$ cat src/rtl/instr_fetch_queue_if.sv
// Fetch-queue bus: redirect request, synchronous instruction-memory read port and decode handshake.
// master is the fetch queue itself; slave is the surrounding pipeline/memory.
interface instr_fetch_queue_if #(
    parameter int size = 32
);
    logic            redirect;
    logic [size-1:0] redirect_pc;
    logic            imem_en;
    logic [size-1:0] imem_addr;
    logic [size-1:0] imem_data;
    logic            out_valid;
    logic            out_ready;
    logic [size-1:0] out_instr;
    logic [size-1:0] out_pc;
    logic [size-1:0] out_pc_4;
    logic [3:0]      count;

    modport master (
        input  redirect, redirect_pc, imem_data, out_ready,
        output imem_en, imem_addr, out_valid, out_instr, out_pc, out_pc_4, count
    );

    modport slave (
        output redirect, redirect_pc, imem_data, out_ready,
        input  imem_en, imem_addr, out_valid, out_instr, out_pc, out_pc_4, count
    );
endinterface

$ cat src/rtl/instr_fetch_queue.sv
// Instruction prefetch queue: credit-based reads from a 1-cycle synchronous memory into a DEPTH-entry FIFO.
// Define FETCH_PERF_EN to add saturating perf_fetched / perf_flushed counters.
module instr_fetch_queue #(
    parameter int size  = 32,
    parameter int DEPTH = 4
) (
    input  logic                clk,
    input  logic                reset,
    instr_fetch_queue_if.master bus
`ifdef FETCH_PERF_EN
    ,
    output logic [15:0]         perf_fetched,
    output logic [15:0]         perf_flushed
`endif
);

    localparam int PTR_W = $clog2(DEPTH);

    typedef enum logic [1:0] {BOOT, FETCH, HOLD} state_t;

    state_t           r_state;
    logic [size-1:0]  r_fetch_pc;
    logic             r_inflight;
    logic [size-1:0]  r_issue_pc;
    logic [3:0]       r_count;
    logic [PTR_W-1:0] r_rd_ptr;
    logic [PTR_W-1:0] r_wr_ptr;
    logic [size-1:0]  r_instr_q [DEPTH];
    logic [size-1:0]  r_pc_q    [DEPTH];

    logic w_credit;
    logic w_issue;
    logic w_push;
    logic w_pop;

    // An in-flight read already owns a slot, so issue only while slots remain after it lands.
    assign w_credit = ({1'b0, r_count} + 5'(r_inflight)) < 5'(DEPTH);
    assign w_issue  = (r_state == FETCH) && w_credit && !bus.redirect;
    assign w_pop    = (r_count != 4'd0) && bus.out_ready;
    assign w_push   = r_inflight && !bus.redirect;

    assign bus.imem_en   = w_issue;
    assign bus.imem_addr = r_fetch_pc;
    assign bus.out_valid = (r_count != 4'd0);
    assign bus.out_instr = r_instr_q[r_rd_ptr];
    assign bus.out_pc    = r_pc_q[r_rd_ptr];
    assign bus.out_pc_4  = r_pc_q[r_rd_ptr] + size'(1);
    assign bus.count     = r_count;

    always_ff @(posedge clk or negedge reset) begin
        if (!reset) begin
            r_state <= BOOT;
        end else begin
            case (r_state)
                BOOT:    r_state <= FETCH;
                FETCH:   if (!bus.redirect && !w_credit) r_state <= HOLD;
                HOLD:    if (bus.redirect || w_credit) r_state <= FETCH;
                default: r_state <= BOOT;
            endcase
        end
    end

    always_ff @(posedge clk or negedge reset) begin
        if (!reset) begin
            r_fetch_pc <= '0;
            r_inflight <= 1'b0;
            r_issue_pc <= '0;
        end else begin
            r_inflight <= w_issue;
            if (bus.redirect) begin
                r_fetch_pc <= bus.redirect_pc;
            end else if (w_issue) begin
                r_fetch_pc <= r_fetch_pc + size'(1);
                r_issue_pc <= r_fetch_pc;
            end
        end
    end

    always_ff @(posedge clk or negedge reset) begin
        if (!reset) begin
            r_rd_ptr <= '0;
            r_wr_ptr <= '0;
            r_count  <= '0;
        end else if (bus.redirect) begin
            r_rd_ptr <= '0;
            r_wr_ptr <= '0;
            r_count  <= '0;
        end else begin
            if (w_push) r_wr_ptr <= r_wr_ptr + PTR_W'(1);
            if (w_pop)  r_rd_ptr <= r_rd_ptr + PTR_W'(1);
            r_count <= r_count + 4'(w_push) - 4'(w_pop);
        end
    end

    // NOTE: the storage is reset because the head entry drives out_instr/out_pc directly,
    // and those must read as zero during reset; at DEPTH <= 8 this is a handful of flops.
    always_ff @(posedge clk or negedge reset) begin
        if (!reset) begin
            for (int i = 0; i < DEPTH; i++) begin
                r_instr_q[i] <= '0;
                r_pc_q[i]    <= '0;
            end
        end else if (w_push) begin
            r_instr_q[r_wr_ptr] <= bus.imem_data;
            r_pc_q[r_wr_ptr]    <= r_issue_pc;
        end
    end

`ifdef FETCH_PERF_EN
    logic [15:0] r_perf_fetched;
    logic [15:0] r_perf_flushed;
    logic [3:0]  w_flush_n;
    logic [16:0] w_flushed_sum;

    // Entries left after this cycle's handshake, plus the read killed in flight.
    assign w_flush_n     = r_count - 4'(w_pop) + 4'(r_inflight);
    assign w_flushed_sum = {1'b0, r_perf_flushed} + 17'(w_flush_n);

    always_ff @(posedge clk or negedge reset) begin
        if (!reset) begin
            r_perf_fetched <= '0;
            r_perf_flushed <= '0;
        end else begin
            if (w_push && (r_perf_fetched != 16'hFFFF)) r_perf_fetched <= r_perf_fetched + 16'd1;
            if (bus.redirect) r_perf_flushed <= w_flushed_sum[16] ? 16'hFFFF : w_flushed_sum[15:0];
        end
    end

    assign perf_fetched = r_perf_fetched;
    assign perf_flushed = r_perf_flushed;
`endif

endmodule

$ cat src/flat_wrapper.sv
// flat-port wrapper written by rule: the top's interface ports become plain ports
module instr_fetch_queue_flat 
#(
    parameter int size  = 32,
    parameter int DEPTH = 4
)
  (clk, reset, bus_redirect, bus_redirect_pc, bus_imem_data, bus_out_ready, bus_imem_en, bus_imem_addr, bus_out_valid, bus_out_instr, bus_out_pc, bus_out_pc_4, bus_count);
  instr_fetch_queue_if #(.size(size)) bus_i ();
  input  logic clk;
  input  logic reset;
  input wire logic [$bits(bus_i.redirect)-1:0] bus_redirect;
  input wire logic [$bits(bus_i.redirect_pc)-1:0] bus_redirect_pc;
  input wire logic [$bits(bus_i.imem_data)-1:0] bus_imem_data;
  input wire logic [$bits(bus_i.out_ready)-1:0] bus_out_ready;
  output wire logic [$bits(bus_i.imem_en)-1:0] bus_imem_en;
  output wire logic [$bits(bus_i.imem_addr)-1:0] bus_imem_addr;
  output wire logic [$bits(bus_i.out_valid)-1:0] bus_out_valid;
  output wire logic [$bits(bus_i.out_instr)-1:0] bus_out_instr;
  output wire logic [$bits(bus_i.out_pc)-1:0] bus_out_pc;
  output wire logic [$bits(bus_i.out_pc_4)-1:0] bus_out_pc_4;
  output wire logic [$bits(bus_i.count)-1:0] bus_count;
  assign bus_i.redirect = bus_redirect;
  assign bus_i.redirect_pc = bus_redirect_pc;
  assign bus_i.imem_data = bus_imem_data;
  assign bus_i.out_ready = bus_out_ready;
  assign bus_imem_en = bus_i.imem_en;
  assign bus_imem_addr = bus_i.imem_addr;
  assign bus_out_valid = bus_i.out_valid;
  assign bus_out_instr = bus_i.out_instr;
  assign bus_out_pc = bus_i.out_pc;
  assign bus_out_pc_4 = bus_i.out_pc_4;
  assign bus_count = bus_i.count;
  instr_fetch_queue #(.size(size), .DEPTH(DEPTH)) u_core (.clk(clk), .reset(reset), .bus(bus_i));
endmodule
$ cat config.mk
export PLATFORM = sky130hd
export DESIGN_NAME = instr_fetch_queue_flat
export DESIGN_NICKNAME = d
export VERILOG_FILES = /design/src/rtl/instr_fetch_queue_if.sv /design/src/rtl/instr_fetch_queue.sv /design/src/flat_wrapper.sv
export SDC_FILE = /design/constraint.sdc
export NUM_CORES = 1
export LEC_CHECK = 0
export ABC_AREA = 1
export CORE_MARGIN = 2
export CORE_UTILIZATION = 25
export CTS_BUF_LIST = sky130_fd_sc_hd__clkbuf_16
export DETAILED_ROUTE_END_ITERATION = 10
export GPL_ROUTABILITY_DRIVEN = 0
export PLACE_DENSITY_LB_ADDON = 0.12
export SETUP_SLACK_MARGIN = 0.15
export SLEW_MARGIN = 10
export SYNTH_ARGS = -nofsm -noshare
export SYNTH_HDL_FRONTEND = slang
export SYNTH_SLANG_ARGS = --single-unit
$ cat constraint.sdc
create_clock -name clk -period 4.9 [get_ports clk]
set_input_delay 1.47 -clock clk [delete_from_list [all_inputs] [get_ports clk]]
set_output_delay 1.47 -clock clk [all_outputs]
set_load 0.005 [all_outputs]
==> results.json, run 1 <==
{
  "status": "finished, final reports clean",
  "slew_viol_final": 0,
  "endpoint_kind": "output port",
  "path_class": "register to output port",
  "viasPerCell": 4.546,
  "fmax_mhz": 217.9,
  "regArea_sq_um": 8288,
  "relSlewSlack_pct": 31.63,
  "ys_warn_count": 0,
  "cp-start-kind": "register",
  "layout_common_cells": "nand2_1, o21ai_0, dfrtp_1, clkdlybuf4s50_1, inv_1",
  "rows": 95,
  "p_leak_nw": 9.785,
  "grt_setup_unrepaired": "true",
  "setup_viol": 0,
  "power_density_nw_per_um2": 570.8,
  "placement.io_buffers": 201,
  "cts.sinks": 331,
  "root_buffer": "clkbuf_16",
  "grt_use_total_pct": 16.44,
  "crit_path_max_fanout": 21,
  "max_cap_viol_count": 0,
  "rr_startpoint": "u_core.bus.imem_addr[1]",
  "die_h_um": 263.5,
  "clockBufferDepth": 3,
  "clk_latency_ns": 0.56,
  "finalSetupTns_ns": 0,
  "final-hold-violation-count": 0,
  "syn_to_final_growth_pct": 26.00,
  "wl_met2_um": 26630,
  "seq_area_frac_synth_pct": 49.19,
  "grt_max_degree": 129,
  "avgSynthCellArea_sq_um": 7.473,
  "synth_top_area_cell": "dfrtp_1",
  "core_sq_um": 66920,
  "netlist_instances": 2253,
  "syn_nets": 2335,
  "yosys-top-cells-area": "dfrtp_1, nand2_1, o21ai_0",
  "die-area_sq_um": 69440,
  "grt_pass1_wl_um": 89350,
  "globalRouteOverflowTotal": 0,
  "first_iter_violations": 1260,
  "dr.pass1.iters": 5,
  "drt_wl_total_um": 57990,
  "r2r_slack_ns": 2.43,
  "drive_above_1_share_pct": 6.432,
  "grt_pass1_vias": 14670,
  "synth_top_cell_area_share_pct": 49.19,
  "ant_nets": 0,
  "die_x_um": 263.5,
  "synth.cell_area_sq_um": 16840,
  "synth_cell_type_count": 37,
  "synth_edf_count": 0,
  "drc": 0,
  "min_period_ns": 4.590,
  "hold_class": "register to register",
  "final.fill_count": 7184,
  "clk_pin_slew_ns": 0.06,
  "nets": 2496,
  "r2r-end": "u_core.bus.imem_addr[20]",
  "numCtsBuffers": 39,
  "fin_skew_ns": 0.01697,
  "htreeDepth": 2,
  "floorplan.initialDensity_pct": 25.16,
  "vias": 15070,
  "route.met3.wl_um": 2500,
  "worst_slew_pin_slew_ns": 1.024,
  "final_common_cell": "nand2_1",
  "topRoutingLayerUsed": "met4",
  "cp.required_ns": 3.43,
  "hold_depth": 2,
  "dpl.hpwl_um": 38730,
  "worstPathArrival_ns": 3.12,
  "min_to": "u_core.r_instr_q[63]",
  "synth-main-ff-cell": "dfrtp_1",
  "async_reset_ff_share_pct": 100.0,
  "fin_util_pct": 31.70,
  "wl_per_cell_um": 17.49,
  "postCtsHoldBufs": 0,
  "final.period_utilization_pct": 93.67,
  "multi_input_area_sq_um": 7432,
  "ys_ff_latch": 331,
  "antenna_found_initial": 1,
  "wl_met1_um": 27400,
  "hold_start": "u_core.r_instr_q[63]",
  "rr_worst_depth": 11,
  "cts_tree": "done",
  "ir_drop_uv": 259.8,
  "io_pins": 202
}
## critical path, cell delays in order, from the launching register on
cell             delay, ns
dfrtp_4               0.58
buf_4                 0.21
inv_8                 0.13
nand2_1               0.08
nand2_1               0.06
nand2_1               0.06
nand2_2               0.21
nand2_1               0.11
nor2_1                0.13
nand2_1               0.11
nor2_1                0.21
nand3_1               0.09
nand2_1               0.08
clkdlybuf4s50_1       0.50
## cells in the mapped netlist, types with 2 or more instances
master	n
nand2_1	804
o21ai_0	372
dfrtp_1	331
nor2_1	181
inv_1	166
nand3_1	109
clkbuf_1	88
o22ai_1	32
xor2_1	22
buf_2	19
nand2_2	19
ha_1	13
nor3_1	13
a21oi_1	9
nand4_1	9
buf_6	8
nor2_2	8
nand3b_1	5
nor2_4	5
o211ai_1	5
nand2_4	4
o21ai_1	4
or2_2	4
buf_1	3
buf_4	3
buf_8	3
a31oi_1	2
nand3_2	2
xnor2_1	2
## cell type report
| class | count | area share, % |
|---|---|---|
| sequential | 331 | 39.07 |
| multi-input combinational | 1630 | 35.03 |
| timing repair buffer | 243 | 12.05 |
| tap | 873 | 5.149 |
| clock buffer | 39 | 4.600 |
| inverter | 168 | 3.108 |
| clock inverter | 29 | 0.9259 |
| timing repair inverter | 1 | 0.05308 |
| antenna | 1 | 0.01180 |
## report_power, final
group	internal, mW	switching (mW)
registers	3.58	0.671
clock network	1.59	1.17
logic	2.19	2.91
total	7.36	4.75
## repair_timing
| item | 4_1_cts | 5_1_grt |
|---|---|---|
| buffers inserted | 3 | 6 |
| setup endpoints to repair | 24 | 21 |
| pin swaps | 1 | 4 |
| gates resized for setup | 14 | 28 |
| cloned | 1 | 2 |
## flip-flops by register name (all words and copies together) (netlist names)
signal	flops
u_core.r_rd_ptr	2
u_core.r_pc_q	128
u_core.r_inflight	1
u_core.r_state	2
u_core.r_instr_q	128
u_core.bus.imem_addr	32
u_core.bus.count	4
u_core.r_issue_pc	32
u_core.r_wr_ptr	2
## routing by layer
layer | up-vias | global-route usage [%]
li1 | 7511 | -
met1 | 7161 | 22.76
met2 | 318 | 26.22
met3 | 81 | 2.862
met4 | 0 | 4.819
met5 | - | 0
## cells by family (layout without fill, tap and decap cells)
kind of cell / count (synthesis) / after routing / share of synthesized area, %
xor gates and xnor gates: 24 / 24 / 1.248
DFF: 331 / 331 / 49.19
adders and majority gates: 14 / 14 / 1.085
buffers and inverters: 292 / 480 / 7.305
other: 0 / 1 / 0
and+or+nand+nor: 1164 / 1164 / 28.05
AOI/OAI and AO/OA: 428 / 428 / 13.12
## how the worst max path moves through the flow
stage	start	endpoint	slack (ns)	cells after the start
detailed placement	u_core.r_rd_ptr[0]	bus_out_pc_4[15]	0.50	12
CTS	u_core.r_rd_ptr[0]	bus_out_pc_4[31]	0.12	12
global route	u_core.r_rd_ptr[0]	bus_out_pc_4[20]	0.13	12
floorplan	bus_redirect	bus_imem_en	1.31	4
global placement	u_core.r_rd_ptr[0]	bus_out_pc_4[15]	0.53	12
finish	u_core.r_rd_ptr[0]	bus_out_pc_4[31]	0.31	13
## stage by stage
stage	setup WS [ns]	power, mW	hold WS, ns	instances	instance area [sq um]
global route	0.1307	13.06	0.4992	3315	21220
CTS	0.1222	12.21	0.4821	3306	21030
detailed placement	0.4983	9.312	0.4677	3234	19740
global placement	0.5306	9.259	0.4623	3234	19740
floorplan	1.313	6.664	0.4478	2253	16840
finish	0.3100	12.11	0.4766	3315	21220
Power figures use the tool's default switching activity.
==> inputs of run 2 (changes only) <==
--- a/config.mk
+++ b/config.mk
@@ -9,6 +9,7 @@
 export CORE_MARGIN = 2
 export CORE_UTILIZATION = 25
 export CTS_BUF_LIST = sky130_fd_sc_hd__clkbuf_16
+export CTS_CLUSTER_DIAMETER = 40
 export DETAILED_ROUTE_END_ITERATION = 10
 export GPL_ROUTABILITY_DRIVEN = 0
 export PLACE_DENSITY_LB_ADDON = 0.12
==> results.json, run 2 (synthesis results as in run 1) <==
{
  "status": "finished, final reports clean",
  "max_cap_viol_count": 0,
  "die-area_sq_um": 69440,
  "rr_startpoint": "u_core.bus.imem_addr[1]",
  "cts_tree": "done",
  "placement.io_buffers": 201,
  "hold_class": "register to register",
  "dr.pass1.iters": 5,
  "wl_per_cell_um": 17.35,
  "antenna_found_initial": 1,
  "layout_common_cells": "nand2_1, o21ai_0, dfrtp_1, clkdlybuf4s50_1, inv_1",
  "final.period_utilization_pct": 93.34,
  "die_x_um": 263.5,
  "clk_pin_slew_ns": 0.05,
  "grt_use_total_pct": 16.70,
  "postCtsHoldBufs": 0,
  "grt_max_degree": 129,
  "path_class": "register to output port",
  "syn_to_final_growth_pct": 30.71,
  "clockBufferDepth": 3,
  "ir_drop_uv": 260.8,
  "numCtsBuffers": 59,
  "critical-path-top-delay-family": "simple AND/OR/NAND/NOR gates",
  "viasPerCell": 4.560,
  "rows": 95,
  "worstPathArrival_ns": 3.10,
  "crit_path_max_fanout": 21,
  "p_leak_nw": 10.14,
  "core_sq_um": 66920,
  "globalRouteOverflowTotal": 0,
  "min_period_ns": 4.573,
  "critPathBufInv": 4,
  "drive_above_1_share_pct": 8.813,
  "floorplan.initialDensity_pct": 25.16,
  "cp.required_ns": 3.43,
  "dpl_cell_area_sq_um": 19740,
  "slowest_delay_ns": 0.52,
  "drt_wl_total_um": 58280,
  "startpoint": "u_core.r_rd_ptr[0]",
  "power_density_nw_per_um2": 602.8,
  "slew_viol_final": 0,
  "placed_cells": 3234,
  "die_h_um": 263.5,
  "final-hold-violation-count": 0,
  "htreeDepth": 2,
  "crit_cells": 14,
  "cts.sinks": 331,
  "setup_viol": 0,
  "rr_worst_depth": 11,
  "io_pins": 202,
  "regArea_sq_um": 8288,
  "final.fill_count": 7141,
  "endpoint_kind": "output port",
  "root_buffer": "clkbuf_16",
  "grt_pass1_wl_um": 90660,
  "first_iter_violations": 1185,
  "post-route-cell-area_sq_um": 22010,
  "fin_skew_ns": 0.03242,
  "cp-start-kind": "register",
  "clk_latency_ns": 0.62,
  "grt_setup_unrepaired": "true",
  "ant_nets": 0,
  "cp_common_cell": "nand2_1",
  "endpoint": "bus_out_pc_4[27]",
  "vias": 15320,
  "fmax_mhz": 218.7,
  "hold_slack_ns": 0.4764,
  "final_cells": 3359,
  "path_cells": "buf_12 > buf_4 > clkinv_8 > nand2_1 > nand2_1 > nand2_1 > nand2_2 > nand2_1 > nor2_1 > nand2_1 > nor2_1 > nand3_1 > nand2_1 > clkdlybuf4s50_1",
  "r2r-end": "u_core.bus.imem_addr[20]",
  "final_common_cell": "nand2_1",
  "grt_pass1_vias": 15010,
  "multi_input_area_sq_um": 7472,
  "finalSetupTns_ns": 0,
  "crit_path_top_delay_cell": "clkdlybuf4s50_1",
  "drc": 0,
  "relSlewSlack_pct": 31.80,
  "reg.largest.list": "u_core.r_instr_q x128, u_core.r_pc_q x128",
  "dpl.hpwl_um": 38730,
  "nets": 2517,
  "r2r_slack_ns": 2.44,
  "worst_slew_pin_slew_ns": 1.022
}
## run 2: cell types whose count changed in the layout (fill, tap and decap cells not counted), moves of 3 or more
cell,delta
inv_6,+6
clkinv_4,+7
clkinv_2,+8
clkinvlp_4,+11
clkinv_1,-8
inv_1,-3
clkbuf_16,+20
nor2_1,-4
## run 2: worst min path at each step
stage / from / to / slack (ns) / cells past startpoint
2_1_floorplan: u_core.r_instr_q[32] / u_core.r_instr_q[32] / 0.45 / 2
3_3_place_gp: u_core.r_instr_q[72] / u_core.r_instr_q[72] / 0.46 / 2
3_5_place_dp: u_core.r_instr_q[59] / u_core.r_instr_q[59] / 0.47 / 2
4_1_cts: u_core.r_instr_q[59] / u_core.r_instr_q[59] / 0.48 / 2
5_1_grt: u_core.r_instr_q[74] / u_core.r_instr_q[74] / 0.50 / 2
6_report: u_core.r_instr_q[59] / u_core.r_instr_q[59] / 0.48 / 2
## run 2: repair_timing
item,CTS,global route
pin swaps,2,5
endpoints found under the setup margin,24,23
cloned,3,0
gates resized for setup,13,39
setup buffers,5,5
## run 2: per-layer routing
layer	global-route usage, %	share of wire (%)	up-vias
met3	3.012	4.6	88
li1	-	-	7591
met1	22.78	47	7280
met5	0	0	-
met2	26.73	46	357
met4	5.390	2.6	0
## run 2: cell type report
| type | instances | share of cell area, % |
|---|---|---|
| repair buffers | 244 | 11.71 |
| flip-flops and latches | 331 | 37.66 |
| clock inverters | 51 | 1.853 |
| diodes | 1 | 0.01137 |
| repair inverters | 1 | 0.07391 |
| inverters | 168 | 2.951 |
| clock buffers | 60 | 6.822 |
| multi-input cells | 1630 | 33.95 |
| well taps | 873 | 4.963 |
## run 2: worst reg2reg max path: cells and delay by family, from the launching register on
family	cells	cell delay, ns
AOI/OAI and AO/OA	1	0.28
adders and majority gates	1	0.25
buffers and inverters	1	0.07
DFF	1	0.48
and+or+nand+nor	8	1.33
## run 2: power by group
group,total [mW],switching (mW),internal [mW]
clock network,3.90,1.50,2.40
logic,5.12,2.93,2.20
registers,4.24,0.658,3.59
## run 2: stage by stage
step	worst slack (ns)	utilization (%)	power [mW]
2_1_floorplan	1.313	-	6.664
3_3_place_gp	0.5306	29.49	9.259
3_5_place_dp	0.4983	29.49	9.312
4_1_cts	0.1227	32.61	13.41
5_1_grt	0.1353	32.89	14.24
6_report	0.3266	32.89	13.27
==> inputs of run 3 (changes only) <==
--- a/config.mk
+++ b/config.mk
@@ -6,13 +6,14 @@
 export NUM_CORES = 1
 export LEC_CHECK = 0
 export ABC_AREA = 1
-export CORE_MARGIN = 2
+export ABC_CLOCK_PERIOD_IN_PS = 4900
+export CORE_MARGIN = 4
 export CORE_UTILIZATION = 25
 export CTS_BUF_LIST = sky130_fd_sc_hd__clkbuf_16
 export CTS_CLUSTER_DIAMETER = 40
 export DETAILED_ROUTE_END_ITERATION = 10
 export GPL_ROUTABILITY_DRIVEN = 0
-export PLACE_DENSITY_LB_ADDON = 0.12
+export PLACE_DENSITY = 0.41
 export SETUP_SLACK_MARGIN = 0.15
 export SLEW_MARGIN = 10
 export SYNTH_ARGS = -nofsm -noshare
==> results.json, run 3 (synthesis results as in run 1) <==
{
  "antenna_found_initial": 3,
  "worstPathArrival_ns": 3.10,
  "max_cap_viol_count": 0,
  "final_common_cell": "nand2_1",
  "final-hold-violation-count": 0,
  "clk_pin_slew_ns": 0.05,
  "grt_use_total_pct": 16.20,
  "endpoint_kind": "output port",
  "floorplan.initialDensity_pct": 25.43,
  "dr.pass1.iters": 5,
  "relSlewSlack_pct": 31.27,
  "clk_latency_ns": 0.58,
  "fin_skew_ns": 0.02896,
  "drt_wl_total_um": 58450,
  "post-route-worst-setup-slack_ns": 0.3292,
  "cp-start-kind": "register",
  "fmax_mhz": 218.8,
  "grt_setup_unrepaired": "false",
  "vias": 15170,
  "final.period_utilization_pct": 93.28,
  "hold_class": "register to register",
  "drive_above_1_share_pct": 8.203,
  "ant_nets": 0,
  "syn_to_final_growth_pct": 31.09,
  "drc": 0,
  "nets": 2519,
  "first_iter_violations": 1023,
  "placement.io_buffers": 201,
  "grt_pass1_wl_um": 90900,
  "power_density_nw_per_um2": 616.8,
  "htreeDepth": 3,
  "path_class": "register to output port",
  "die_h_um": 267.5,
  "reg.largest.list": "u_core.r_instr_q x128, u_core.r_pc_q x128",
  "die_x_um": 267.5,
  "io_pins": 202,
  "globalRouteOverflowTotal": 0,
  "viasPerCell": 4.524,
  "p_leak_nw": 10.19,
  "cts.sinks": 331,
  "layout_common_cells": "nand2_1, o21ai_0, dfrtp_1, clkdlybuf4s50_1, nor2_1",
  "grt_pass1_vias": 15180,
  "grt_max_degree": 129,
  "core_sq_um": 66220,
  "dpl.hpwl_um": 39320,
  "die-area_sq_um": 71570,
  "wl_per_cell_um": 17.43,
  "numCtsBuffers": 66,
  "clockBufferDepth": 3,
  "setup_viol": 0,
  "pre_cts_ws_ns": 0.4662,
  "crit_path_max_fanout": 7,
  "cts_tree": "done",
  "min_period_ns": 4.571,
  "status": "finished, final reports clean",
  "root_buffer": "clkbuf_16",
  "slew_viol_final": 0,
  "rows": 94,
  "cp.required_ns": 3.43,
  "final.fill_count": 7042,
  "ir_drop_uv": 289.2,
  "finalSetupTns_ns": 0,
  "worst_slew_pin_slew_ns": 1.030
}
## run 3: area by class of cell
| type | count | area (sq um) | share of cell area (%) |
|---|---|---|---|
| Clock buffer | 67 | 1677 | 7.596 |
| Antenna cell | 3 | 7.507 | 0.03401 |
| Multi-Input combinational cell | 1630 | 7430 | 33.66 |
| Tap cell | 864 | 1081 | 4.898 |
| Inverter | 168 | 645.6 | 2.925 |
| Timing Repair Buffer | 240 | 2492 | 11.29 |
| Clock inverter | 51 | 451.7 | 2.046 |
| Sequential cell | 331 | 8288 | 37.55 |
## run 3: critical path, stage by stage, from the launching register on
cell             delay (ns)
dfrtp_4                0.51
clkbuf_4               0.22
a21oi_1                0.08
o21ai_0                0.08
nand2_1                0.14
inv_1                  0.14
ha_4                   0.18
nand3_4                0.12
nor2_4                 0.15
nand2_2                0.13
nor2_1                 0.11
nand2_1                0.05
nand2_1                0.09
clkdlybuf4s50_1        0.52
## run 3: path summary, 6_finish.rpt
kind | startpoint | to | slack [ns] | cells after the start
worst max-delay path | u_core.r_rd_ptr[0] | bus_out_pc_4[18] | 0.33 | 13
worst min-delay path | u_core.r_instr_q[43] | u_core.r_instr_q[43] | 0.48 | 2
worst max register to register | u_core.bus.count[1] | u_core.bus.imem_addr[31] | 2.32 | 11
worst min register to register | u_core.r_instr_q[43] | u_core.r_instr_q[43] | 0.48 | 2
max in group asynchronous | reset | u_core.r_instr_q[44] | 2.99 | 2
min in group asynchronous | reset | u_core.r_wr_ptr[0] | 0.91 | 1
## run 3: stage by stage
step	cells	utilization, %	hold WS [ns]	power, mW	cell area (sq um)
detailed placement	3226	29.76	0.4674	9.308	19710
global placement	3226	29.76	0.4603	9.257	19710
CTS	3345	33.07	0.4793	13.77	21900
global route	3353	33.33	0.4916	14.63	22070
floorplan	2253	-	0.4478	6.664	16840
finish	3354	33.33	0.4751	13.61	22070
## run 3: repair_timing
item                                    CTS  global route
hold buffers                              0             0
endpoints found under the setup margin   56            25
gates resized for setup                  14            24
pin swaps                                 0             1
setup buffers                             1             4
gates cloned                              0             2
hold endpoints to repair                  0             0
## run 3: where the power goes
| group | internal [mW] | leakage (nW) | switching (mW) |
|---|---|---|---|
| logic | 2.17 | 4.77 | 2.89 |
| registers | 3.59 | 4.36 | 0.659 |
| clock network | 2.80 | 1.06 | 1.50 |
## run 3: per-layer routing
| metal | share of wire, % | global-route usage [%] |
|---|---|---|
| met1 | 48 | 22.84 |
| met2 | 46 | 25.38 |
| met3 | 4.0 | 2.738 |
| met4 | 2.2 | 5.326 |
| met5 | 0.034 | 0 |
